[config.mk]
export PLATFORM = sky130hd
export DESIGN_NAME = write_reg_pipe
export DESIGN_NICKNAME = d
export VERILOG_FILES = /design/src/rtl/write_reg_pipe.sv
export SDC_FILE = /design/constraint.sdc
export NUM_CORES = 1
export LEC_CHECK = 0
export ABC_AREA = 0
export CELL_PAD_IN_SITES_DETAIL_PLACEMENT = 0
export CELL_PAD_IN_SITES_GLOBAL_PLACEMENT = 1
export CORE_MARGIN = 3
export CORE_UTILIZATION = 30
export DETAILED_ROUTE_END_ITERATION = 16
export HOLD_SLACK_MARGIN = 0.02
export PLACE_DENSITY = 0.81
export SKIP_CTS_REPAIR_TIMING = 1
export SYNTH_ARGS = -nofsm -noshare
export SYNTH_HDL_FRONTEND = slang
export SYNTH_SLANG_ARGS = --single-unit
[constraint.sdc]
create_clock -name clk -period 4.1 [get_ports clk]
set_input_delay 0.82 -clock clk [delete_from_list [all_inputs] [get_ports clk]]
set_output_delay 0.82 -clock clk [all_outputs]
set_load 0.005 [all_outputs]
[src/rtl/write_reg_pipe.sv]
// write_reg_pipe
//   Carries decoded write-register records through the E, M and W stages,
//   resolves each record's final value (ALU result, memory load data, or the
//   value carried from decode), drives the GPR write port from W, and answers
//   two decode-side operand queries with forwarded data or a stall request.
//
//   Build option: define WRITE_REG_FWD_EN to enable operand forwarding.
//   Without it, hit/data are tied low and busy is raised for any in-flight
//   writer of the queried register (pure interlock).
//
// Ports
//   clk, reset            clock, asynchronous active-high reset
//   in_valid/in_ready     decode handshake, record on in_wr
//   alu_result            ALU output for the record in E
//   mem_rvalid/mem_rdata  load response for the record in M
//   flush                 kill E and M (W still commits)
//   ra1/ra2               operand queries -> fwd*_hit / fwd*_data / fwd*_busy
//   rf_we/rf_waddr/rf_wdata  register file write port, driven from W

package write_reg_pkg;
  typedef logic [31:0] word_t;
  typedef logic [4:0]  creg_addr_t;

  typedef enum logic [1:0] {
    SRC_NOP = 2'd0,
    SRC_ALU = 2'd1,
    SRC_MEM = 2'd2
  } wr_src_e;

  typedef struct packed {
    logic       valid;
    wr_src_e    src;
    word_t      value;
    creg_addr_t dst;
  } write_reg_t;
endpackage

module write_reg_pipe
  import write_reg_pkg::*;
(
  input  logic       clk,
  input  logic       reset,
  input  logic       in_valid,
  output logic       in_ready,
  input  write_reg_t in_wr,
  input  word_t      alu_result,
  input  logic       mem_rvalid,
  input  word_t      mem_rdata,
  input  logic       flush,
  input  creg_addr_t ra1,
  input  creg_addr_t ra2,
  output logic       fwd1_hit,
  output logic       fwd2_hit,
  output word_t      fwd1_data,
  output word_t      fwd2_data,
  output logic       fwd1_busy,
  output logic       fwd2_busy,
  output logic       rf_we,
  output creg_addr_t rf_waddr,
  output word_t      rf_wdata
);

  // E stage
  logic       e_valid_q, e_valid_d;
  write_reg_t e_wr_q, e_wr_d;
  // M stage
  logic       m_valid_q, m_valid_d;
  write_reg_t m_wr_q, m_wr_d;
  logic       m_have_q, m_have_d;
  // W stage: only the fields the write port and forwarding need
  logic       w_valid_q, w_valid_d;
  logic       w_wr_valid_q, w_wr_valid_d;
  creg_addr_t w_dst_q, w_dst_d;
  word_t      w_value_q, w_value_d;
  // A flushed load is still outstanding; its response must be swallowed.
  logic       drop_q, drop_d;

  logic m_mem_wait;
  logic mem_take;
  logic m_adv;
  logic e_adv;

  assign m_mem_wait = m_valid_q & (m_wr_q.src == SRC_MEM) & ~m_have_q;
  assign mem_take   = m_mem_wait & mem_rvalid & ~drop_q;
  assign m_adv      = ~m_mem_wait | mem_take;
  assign e_adv      = ~m_valid_q | m_adv;
  assign in_ready   = (~e_valid_q | e_adv) & ~flush;

  always_comb begin
    e_valid_d    = e_valid_q;
    e_wr_d       = e_wr_q;
    m_valid_d    = m_valid_q;
    m_wr_d       = m_wr_q;
    m_have_d     = m_have_q;
    drop_d       = drop_q;

    // W retires every cycle; it is reloaded only when M hands over a record.
    w_valid_d    = m_valid_q & m_adv & ~flush;
    w_wr_valid_d = m_wr_q.valid;
    w_dst_d      = m_wr_q.dst;
    w_value_d    = mem_take ? mem_rdata : m_wr_q.value;

    if (flush) begin
      m_valid_d = 1'b0;
      m_have_d  = 1'b0;
    end else if (m_adv) begin
      m_valid_d = e_valid_q;
      m_wr_d    = e_wr_q;
      m_have_d  = (e_wr_q.src != SRC_MEM);
      if (e_wr_q.src == SRC_ALU) begin
        m_wr_d.value = alu_result;
      end
    end

    if (flush) begin
      e_valid_d = 1'b0;
    end else if (e_adv) begin
      e_valid_d = in_valid;
      e_wr_d    = in_wr;
    end

    // Clear first so a flush landing on the same cycle re-arms the drop.
    if (drop_q & mem_rvalid) begin
      drop_d = 1'b0;
    end
    if (flush & m_mem_wait & ~mem_take) begin
      drop_d = 1'b1;
    end
  end

  always_ff @(posedge clk or posedge reset) begin
    if (reset) begin
      e_valid_q    <= 1'b0;
      e_wr_q       <= '0;
      m_valid_q    <= 1'b0;
      m_wr_q       <= '0;
      m_have_q     <= 1'b0;
      w_valid_q    <= 1'b0;
      w_wr_valid_q <= 1'b0;
      w_dst_q      <= '0;
      w_value_q    <= '0;
      drop_q       <= 1'b0;
    end else begin
      e_valid_q    <= e_valid_d;
      e_wr_q       <= e_wr_d;
      m_valid_q    <= m_valid_d;
      m_wr_q       <= m_wr_d;
      m_have_q     <= m_have_d;
      w_valid_q    <= w_valid_d;
      w_wr_valid_q <= w_wr_valid_d;
      w_dst_q      <= w_dst_d;
      w_value_q    <= w_value_d;
      drop_q       <= drop_d;
    end
  end

  assign rf_we    = w_valid_q & w_wr_valid_q & (w_dst_q != '0);
  assign rf_waddr = w_dst_q;
  assign rf_wdata = w_value_q;

  // r0 is never a real destination, so it never matches.
  function automatic logic stage_match(input logic v, input logic wv,
                                       input creg_addr_t dst, input creg_addr_t ra);
    return v & wv & (dst != '0) & (dst == ra);
  endfunction

  logic [1:0][4:0]  ra_v;
  logic [1:0]       hit_v;
  logic [1:0]       busy_v;
  logic [1:0][31:0] data_v;
  logic [1:0]       e_m, m_m, w_m;

  assign ra_v = {ra2, ra1};

  always_comb begin
    hit_v  = '0;
    busy_v = '0;
    data_v = '0;
    e_m    = '0;
    m_m    = '0;
    w_m    = '0;
    for (int q = 0; q < 2; q++) begin
      e_m[q] = stage_match(e_valid_q, e_wr_q.valid, e_wr_q.dst, ra_v[q]);
      m_m[q] = stage_match(m_valid_q, m_wr_q.valid, m_wr_q.dst, ra_v[q]);
      w_m[q] = stage_match(w_valid_q, w_wr_valid_q, w_dst_q, ra_v[q]);
`ifdef WRITE_REG_FWD_EN
      // Youngest writer wins. M never forwards mem_rdata directly, which
      // keeps the load data path out of the decode timing path.
      if (e_m[q]) begin
        case (e_wr_q.src)
          SRC_NOP: begin
            hit_v[q]  = 1'b1;
            data_v[q] = e_wr_q.value;
          end
          SRC_ALU: begin
            hit_v[q]  = 1'b1;
            data_v[q] = alu_result;
          end
          default: busy_v[q] = 1'b1;
        endcase
      end else if (m_m[q]) begin
        if (m_have_q) begin
          hit_v[q]  = 1'b1;
          data_v[q] = m_wr_q.value;
        end else begin
          busy_v[q] = 1'b1;
        end
      end else if (w_m[q]) begin
        hit_v[q]  = 1'b1;
        data_v[q] = w_value_q;
      end
`else
      busy_v[q] = e_m[q] | m_m[q] | w_m[q];
`endif
    end
  end

  assign fwd1_hit  = hit_v[0];
  assign fwd2_hit  = hit_v[1];
  assign fwd1_data = data_v[0];
  assign fwd2_data = data_v[1];
  assign fwd1_busy = busy_v[0];
  assign fwd2_busy = busy_v[1];

endmodule

==> metrics.txt <==
outcome=completed; Routability Congestion=0.876; Core Util, Final=0.430; drt wl/cell=15.5 um; worst reg2reg endpoint=e_wr_q[22]; min cycle time layout=~3.4 ns; Syn Area/Cell=12.5 um2; worst hold path class=register to register; CP Buf/Inv Count=2; most frequent CP cell=clkdlybuf4s50_1; post-synthesis adder-cell area fraction=0; vias in the first global route=roughly 4200; max layer used=met4; Placeable Area=0.0183 mm2; Final Hold Fails=0; relative slew slack=0.493; # setup viols final=0; dpl ws=0.697 ns; WP depth=6; end of the critical path=fwd2_busy; Vias=3798; Final Max Tran Viols=0; R2R depth=4; Remaining Overflow, GRT=0; CTS Sinks=around 120; chip height=approximately 140 um; CTS tree=yes; initial antenna violation count=0; crit start category=primary input; Max Fclk=293 MHz; DRT Wirelength=13400 um; CP peak stage delay=between 0.5 and 0.6 ns; Port Buf Inserts=159; CP Launch Point=ra2[3]; post-route insts no fill=862; drt initial violations=95; Die Width=144 um; CP top delay family=buffers and inverters; Post-Syn Instances=around 460; Residual DRC=0; layout cells sized above 1=0.180; clock-pin slew on the worst setup and hold paths=0.05 ns; post-synthesis compound-gate area fraction=0.0454; synthesized area=0.00568 mm2; Critical Setup Path Class=primary input to primary output; r2r setup slk=approximately 2.2 ns; Post-DP HPWL=9610 um; register area=about 0.003 mm2; #FFs+latches synth=123; placed insts=830; Num CTS Buffers=17; Routed met2 length=6660 um; TNS Setup=0 ns; maximum vdd drop=271 uV; First-pass DRT Iterations=4; post-synth top area share=0.542; pwr/cell area=446 mW/mm2; register area share after synthesis=0.542; min setup slack post-route=roughly 0.7 ns; Skew-Pair Late Insertion Delay=0.41 ns; Top-Level Pins=226; synth unique cells=31; reg2reg start=m_valid_q; RSZ-0062 raised after global routing=no; main combinational cell family by area after synthesis=multiplexers; clk root buf=clkbuf_16; leakage dissipation=approximately 3.3 nW; Detail Route Antenna Nets=0; critical path, cell by cell=clkdlybuf4s50_1 -> xnor2_1 -> nand3_1 -> nor4_1 -> a211o_1 -> clkdlybuf4s50_1; Setup Skew=0.0114 ns; H-tree Lvls=4; worst path arrival time=2.60 ns; cell taking the most area after synthesis=dfrtp_1; Worst-Margin Slew=~0.76 ns; initial core utilization=0.311; Max Root-Sink Buffers=2; NumNets Final=739; Via density=4.41; CP max FO=3; fillers=1710; Max-Cap Viols=0; slowest library cell on the worst path=clkdlybuf4s50_1; synth-to-layout area growth=38.1%; Period Utilization, post-route=0.834; full die area=0.0206 mm2; Critical Path End Type=primary output; met3 WL=1130 um; wl on met1=5350 um; Ys Warns=0; multiplexer share of the synthesized area=0.211; largest net degree at the start of global routing=65; Diodes inserted=0; post-synthesis simple-gate area fraction=0.0476; XOR/XNOR Fraction of Synth Area=0.0462; largest cells by area after synthesis=dfrtp_1 (54%), mux2_2 (15%), buf_4 (9.1%); area of the multi-input gates=roughly 0.0023 mm2; worst endpoint required time=3.28 ns; global-route wire length before repair=21300 um; row count=49; GRT Util Overall=0.132
## registers in the layout, summed over array words and instances (netlist names)
signal	flops
drop_q	1
e_valid_q	1
e_wr_q	40
m_have_q	1
m_valid_q	1
m_wr_q	34
rf_waddr	5
rf_wdata	32
w_dst_d	5
w_valid_q	1
w_wr_valid_d	1
w_wr_valid_q	1
## cells in the final DEF (no fill, tap or decap), drive strengths merged, types with 2 or more instances in the layout
master	n
conb	66
a21oi	35
a211o	2
nor3	2
inv	5
mux2i	32
xnor2	18
mux2	78
bufinv	2
nor4	4
clkdlybuf4s50	159
nand2	6
nor2	33
dfrtp	123
buf	5
or4	2
clkinv	3
clkbuf	25
o211ai	2
nand3	8
xor2	12
clkinvlp	2
## logic make-up (layout without fill, tap and decap cells)
| logic type | after synthesis | in the layout |
|---|---|---|
| mux | 110 | 110 |
| buf+inv | 89 | 201 |
| compound gates | 44 | 44 |
| other cells | 1 | 66 |
| simple gates | 59 | 59 |
| flops | 123 | 123 |
| xor+xnor | 30 | 30 |
## worst min-delay path by stage
stage / startpoint / endpoint / slack (ns) / depth (start not counted)
after floorplan: w_wr_valid_d / w_wr_valid_q / 0.39 / 0
after global placement: w_wr_valid_d / w_wr_valid_q / 0.40 / 0
after detailed placement: w_wr_valid_d / w_wr_valid_q / 0.42 / 0
after CTS: w_wr_valid_d / w_wr_valid_q / 0.43 / 0
after global routing: w_wr_valid_d / w_wr_valid_q / 0.44 / 0
final: w_wr_valid_d / w_wr_valid_q / 0.42 / 0
## synth_stat cells
master	instances
a211o_1	2
o22ai_1	1
nand2_1	6
nor2_2	1
a21oi_2	1
and4bb_2	1
buf_4	69
buf_1	1
mux2_2	76
mux2_1	2
a21oi_1	34
nor4_1	4
o211ai_2	2
o311a_1	1
buf_2	14
mux2i_1	32
xor2_1	12
nand3_1	8
conb_1	1
xnor2_1	18
nor3_1	2
o21ai_0	1
o21a_1	1
dfrtp_1	123
and2_1	1
nor2_1	32
or3_1	1
nand2b_1	1
or4_1	2
inv_1	5
a21boi_0	1
## metrics by stage
stage	power [mW]	cell area, um2	hold WS [ns]
floorplan	1.82	5930	0.388
global placement	2.08	7280	0.401
detailed placement	2.10	7280	0.416
CTS	3.57	7850	0.428
global route	3.70	7850	0.438
finish	3.50	7850	0.424
## report_power, final
part	leakage (nW)	switching, mW	internal [mW]
clock	0.271	0.505	0.923
combinational	1.58	0.218	0.368
sequential	1.41	0.107	1.38
total	3.26	0.830	2.67
## metal layers
| layer | vias to the layer above | track usage |
|---|---|---|
| met5 | - | 0 |
| met4 | 0 | 0.0535 |
| met3 | 17 | 0.0459 |
| met2 | 169 | 0.221 |
| met1 | 1846 | 0.156 |
| li1 | 1766 | - |
## cell type report
cell class	count	share of cell area
clock buffer	25	0.0606
clock inverter	7	0.0115
inverter	5	0.00271
multi-input combinational	309	0.287
sequential	123	0.392
tap	229	0.0365
timing repair buffer	164	0.209
## worst reg2reg max path: stages (launching register included)
cell and delay (ns):
dfrtp_1 0.39, and4bb_2 0.29, a21oi_4 0.16, buf_4 0.55
mux2_2 0.42
(Power assumes the default switching activity.)
==> edit 1 (config.mk and constraints unchanged) <==
Reset style: synchronous (`reset`), changed in one clocked block. Comments in the files are not updated.
--- a/src/rtl/write_reg_pipe.sv
+++ b/src/rtl/write_reg_pipe.sv
@@ -129,5 +129,5 @@
   end
 
-  always_ff @(posedge clk or posedge reset) begin
+  always_ff @(posedge clk) begin
     if (reset) begin
       e_valid_q    <= 1'b0;
Formal check against the unedited RTL: differs if reset is asserted again (counterexample within 4 cycles, from zero or initial values and one cycle with reset high); with reset held inactive, the same outputs for 4 cycles.
==> edit 1 against the unedited design <==
- wire length up 5.8%
- design area down 1.6%
- sequential cell count unchanged
- highest routed layer unchanged
- power down 9.9%
- worst setup slack worse by 0.11 ns
- critical endpoint unchanged
- largest power group is now the clock network
- area after synthesis down 0.24%
- synthesized cell count up 30%
- die area down 0.24%
==> edit 1: results (changes against the unedited design) <==
| Metric | Value |
|---|---|
| Placed instance count | `949 (+14%)` |
| Biggest register | `e_wr_q` |
| Vias in the first global route | `4244 (-0.024%)` |
| Clock skew | `0.00600 ns (-0.00538 ns)` |
| Leak | `3.05 nW (-6.4%)` |
| Arrival time worst endpoint | `2.71 ns (+0.11 ns)` |
| Pin count of the biggest net entering global routing | `61 (-6.2%)` |
| Synth top cells by count | `dfxtp_1, nor2_1, mux2i_1` |
| Number of fill cells | `1831 (+7.1%)` |
| Largest cells by area after synthesis | `dfxtp_1, mux2i_1, buf_4` |
| Post-synthesis sequential area ratio | `43.4% (-11 points)` |
| First-pass GRT wire length | `22.5 mm (+5.8%)` |
| Average size of a mapped cell | `9.54 um^2 (-23%)` |
| Drt initial violations | `149 (+57%)` |
| WL per Instance | `14.4 um (-7.0%)` |
| HPWL Detailed | `9.79 mm (+1.9%)` |
| Non-Filler Instances | `980 (+14%)` |
| Post-synth top flop | `dfxtp_1` |
| Routability cong. | `0.764 (-13%)` |
| Status | `finished, final reports clean` |
| Via count | `4248 (+12%)` |
| Peak VDD IR | `0.276 mV (+1.7%)` |
| All-Layer GR Usage | `13.9% (+0.71 points)` |
| Ys async rst share | `0% (-100 points)` |
| Post-synth cell types | `33 (+6.5%)` |
| Share of layout cells above drive strength 1 | `10.5% (-7.5 points)` |
| Tightest Pin Transition | `0.935 ns (+0.175 ns)` |
==> edit 1: changes by cell type after synthesis, sizes merged, moves of 3 or more <==
cell,before,now
mux2,78,0
mux2i,32,74
dfxtp,0,123
buf,84,87
nor2,33,76
a211oi,0,32
nand2,6,67
a2bb2oi,0,6
nand2b,1,9
clkbuf,0,17
inv,5,8
dfrtp,123,0
==> edit 1: final cells by class <==
cell class                 count  share of cell area (%)
sequential                   123                    31.9
multi-input combinational    424                    35.5
clock inverter                 7                    1.17
timing repair buffer         165                    21.2
inverter                       8                   0.389
tap                          229                    3.71
clock buffer                  24                    6.24
==> edit 1: metrics by stage <==
step / worst slack (ns) / instance area (um^2) / util [%] / hold slack (ns)
after CTS: 0.581 / 7720 / 42.3 / 0.453
after global placement: 0.588 / 7150 / 39.1 / 0.443
after floorplan: 1.68 / 5910 / - / 0.422
after detailed placement: 0.586 / 7150 / 39.1 / 0.445
final: 0.569 / 7720 / 42.3 / 0.450
after global routing: 0.462 / 7720 / 42.3 / 0.480
==> edit 1: worst paths after layout <==
check                           depth (start not counted)               startpoint  slack [ns]                      end
worst max-delay path                                    6                   ra2[4]        0.57                fwd2_busy
worst min register to register                          2  m_wr_q[37]$_SDFFE_PP0P_        0.45  m_wr_q[37]$_SDFFE_PP0P_
worst min-delay path                                    2  m_wr_q[37]$_SDFFE_PP0P_        0.45  m_wr_q[37]$_SDFFE_PP0P_
worst max register to register                          5  m_wr_q[37]$_SDFFE_PP0P_        2.17  e_wr_q[20]$_SDFFE_PP0P_
==> edit 1: cells by family (layout without fill, tap and decap cells) <==
group,Yosys count,in the layout,synth area share (%)
mux,74,74,13.1
xor+xnor,30,30,4.64
buf+inv,112,204,13.0
compound gates,79,79,12.7
flops,123,123,43.4
simple gates,175,175,13.1
other cells,1,66,0.0662
==> edit 1: critical path, cell delays in order <==
cell             delay [ns]
clkdlybuf4s50_1        0.55
xnor2_1                0.16
nand3_1                0.09
or4_1                  0.51
nand3_1                0.09
clkdlybuf4s50_1        0.49
==> edit 1: power by group <==
group          total, W  switching [W]  internal, W
clock network   0.00146       0.000519     0.000937
logic          0.000392       0.000167     0.000226
registers       0.00131      0.0000422      0.00126
==> edit 1: routing by layer <==
metal	up-vias	track usage (%)	wire, um
li1	2142	-	-
met5	-	0	0
met1	1970	18.2	6470
met3	8	4.43	946
met2	128	22.0	6560
met4	0	4.31	147
==> edit 2 (config.mk and constraints unchanged) <==
Without the edit above. Add a define of `WRITE_REG_FWD_EN`.
--- a/src/rtl/write_reg_pipe.sv
+++ b/src/rtl/write_reg_pipe.sv
@@ -17,4 +17,6 @@
 //   ra1/ra2               operand queries -> fwd*_hit / fwd*_data / fwd*_busy
 //   rf_we/rf_waddr/rf_wdata  register file write port, driven from W
+
+`define WRITE_REG_FWD_EN
 
 package write_reg_pkg;
Formal check against the unedited RTL: not equivalent (a bounded check fails within 4 cycles, from zero or initial values and one cycle with reset high).
==> edit 2 against the unedited design <==
- sequential cell count stayed put
- wire length is 82% higher
- worst setup slack worse by 0.56 ns
- first-iteration DRC count grew to 3.3 times the old value
- die area is 29% higher
- power is 11% higher
- non-clock buffer count is 109 higher
- area after synthesis is 30% higher
- design area is 40% higher
- critical path type unchanged
==> edit 2: results (changes against the unedited design) <==
| Metric | Value |
|---|---|
| Status | `finished, final reports clean` |
| Hold slack | `0.451 ns (+0.0270 ns)` |
| Port Buf Inserts | `225 (+42%)` |
| WL final | `24.3 mm (+82%)` |
| Largest cells by area after synthesis | `dfrtp_1, mux2_2, mux2i_1` |
| CTS Buffer Depth | `2 (unchanged)` |
| Peak VDD IR | `0.216 mV (-20%)` |
| N_diodes | `0 (unchanged)` |
| Arrival time worst endpoint | `3.16 ns (+0.56 ns)` |
| First-pass GRT wire length | `37.3 mm (+75%)` |
| Post-synthesis sequential area ratio | `41.7% (-12 points)` |
| Power share of the clock group | `38.9% (-1.9 points)` |
| Sequential power | `0.00160 W (+7%)` |
| Xor/xnor share of the synthesized area | `3.56% (-1.1 points)` |
| Area after DPL | `10200 um^2 (+40%)` |
| Proportion of power drawn by flip-flops and latches | `41.1% (-1.4 points)` |
| Drt via density | `5.14 (+17%)` |
| Internal Power | `0.00280 W (+4.7%)` |
| Fin area | `11000 um^2 (+40%)` |
| Routability cong. | `0.819 (-6.5%)` |
| All-Layer GR Usage | `18.0% (+4.7 points)` |
| Biggest register | `e_wr_q` |
| Htree depth | `4 (unchanged)` |
| Synth Area in Compound Gates | `19.4% (+15 points)` |
| Max Fanout on Critical Path | `8 (+5)` |
| Initial DRT Pass Iterations | `5 (+1)` |
| Clock skew | `0.0170 ns (+0.00563 ns)` |
| Worst R2R Path Depth | `4 (unchanged)` |
| Post-synthesis mux area share | `20.6% (-0.51 points)` |
| Warnings, synthesis | `0 (unchanged)` |
| Synth top cells by count | `dfrtp_1, mux2_2, a21oi_1` |
| Number of fill cells | `2209 (+29%)` |
| Min-Delay Path Depth | `0 (unchanged)` |
| Largest stage delay, worst path | `0.51 ns (-0.06 ns)` |
| Post-synth cell types | `42 (+35%)` |
| R2R setup slack | `1.56 ns (-0.61 ns)` |
| Tightest Pin Transition | `1.07 ns (+0.314 ns)` |
| Leak | `4.96 nW (+52%)` |
| Root Buffer | `clkbuf_16` |
| Share of layout cells above drive strength 1 | `28.8% (+11 points)` |
| Pin count of the biggest net entering global routing | `77 (+18%)` |
| Non-Filler Instances | `1240 (+44%)` |
| Worst-path cell with the longest stage delay | `clkdlybuf4s50_1` |
| Mapped Nets | `794` |
| Post-Synth Adder-Cell Area | `0% (unchanged)` |
| HPWL Detailed | `17.1 mm (+78%)` |
| Dpl ws | `-0.0793 ns (-0.776 ns)` |
| Drt initial violations | `314 (+230%)` |
| Clk_lat worst skew | `around 0.42 ns` |
| Vias in the first global route | `6599 (+55%)` |
| Fin nets | `1027 (+39%)` |
| Fmax | `251 MHz (-14%)` |
| Average size of a mapped cell | `10.9 um^2 (-12%)` |
| Antenna violations before repair | `1 (+1)` |
-- edit 2: changes by cell type in the layout (fill, tap and decap cells not counted), sizes merged, moves of 3 or more --
cell           delta
a22oi            +32
clkdlybuf4s50    +30
a21oi            +65
nand3            +32
nor2b             +3
inv               +3
a221oi           +32
nand2             +4
nor2              +8
conb             -66
or2              +29
mux2i            +32
dlymetal6s2s     +36
buf              +42
-- edit 2: cell type report --
cell class                 count  share of cell area [%]
multi-input combinational    486                    36.6
timing repair buffer         273                    26.1
tap                          319                    3.63
clock inverter                10                    1.05
sequential                   123                    28.0
inverter                       7                   0.284
clock buffer                  22                    4.31
-- edit 2: routing by layer --
layer | GRT usage [%] | vias up | wire length [um]
met4 | 5.42 | 2 | 354
met5 | 0 | - | 13
met2 | 29.5 | 224 | 11700
met1 | 23.7 | 3159 | 10900
met3 | 4.09 | 25 | 1380
li1 | - | 2966 | -
-- edit 2: final timing paths --
| check | to | startpoint |
|---|---|---|
| setup / recovery | fwd2_data[17] | ra2[3] |
| hold / removal | w_wr_valid_q$_DFF_PP0_ | w_wr_valid_d$_DFFE_PP0P_ |
| setup reg to reg | m_wr_q[21]$_DFFE_PP0P_ | e_wr_q[38]$_DFFE_PP0P_ |
| hold reg to reg | w_wr_valid_q$_DFF_PP0_ | w_wr_valid_d$_DFFE_PP0P_ |
| max in group asynchronous | rf_wdata[17]$_DFF_PP0_ | reset |
| min in group asynchronous | e_wr_q[2]$_DFFE_PP0P_ | reset |
-- edit 2: cells by family (layout without fill, tap and decap cells) --
group / count (synthesis) / count (layout)
buffers and inverters: 66 / 312
AOI/OAI and AO/OA: 174 / 174
and+or+nand+nor: 140 / 140
xor gates and xnor gates: 30 / 30
muxes: 142 / 142
DFF: 123 / 123
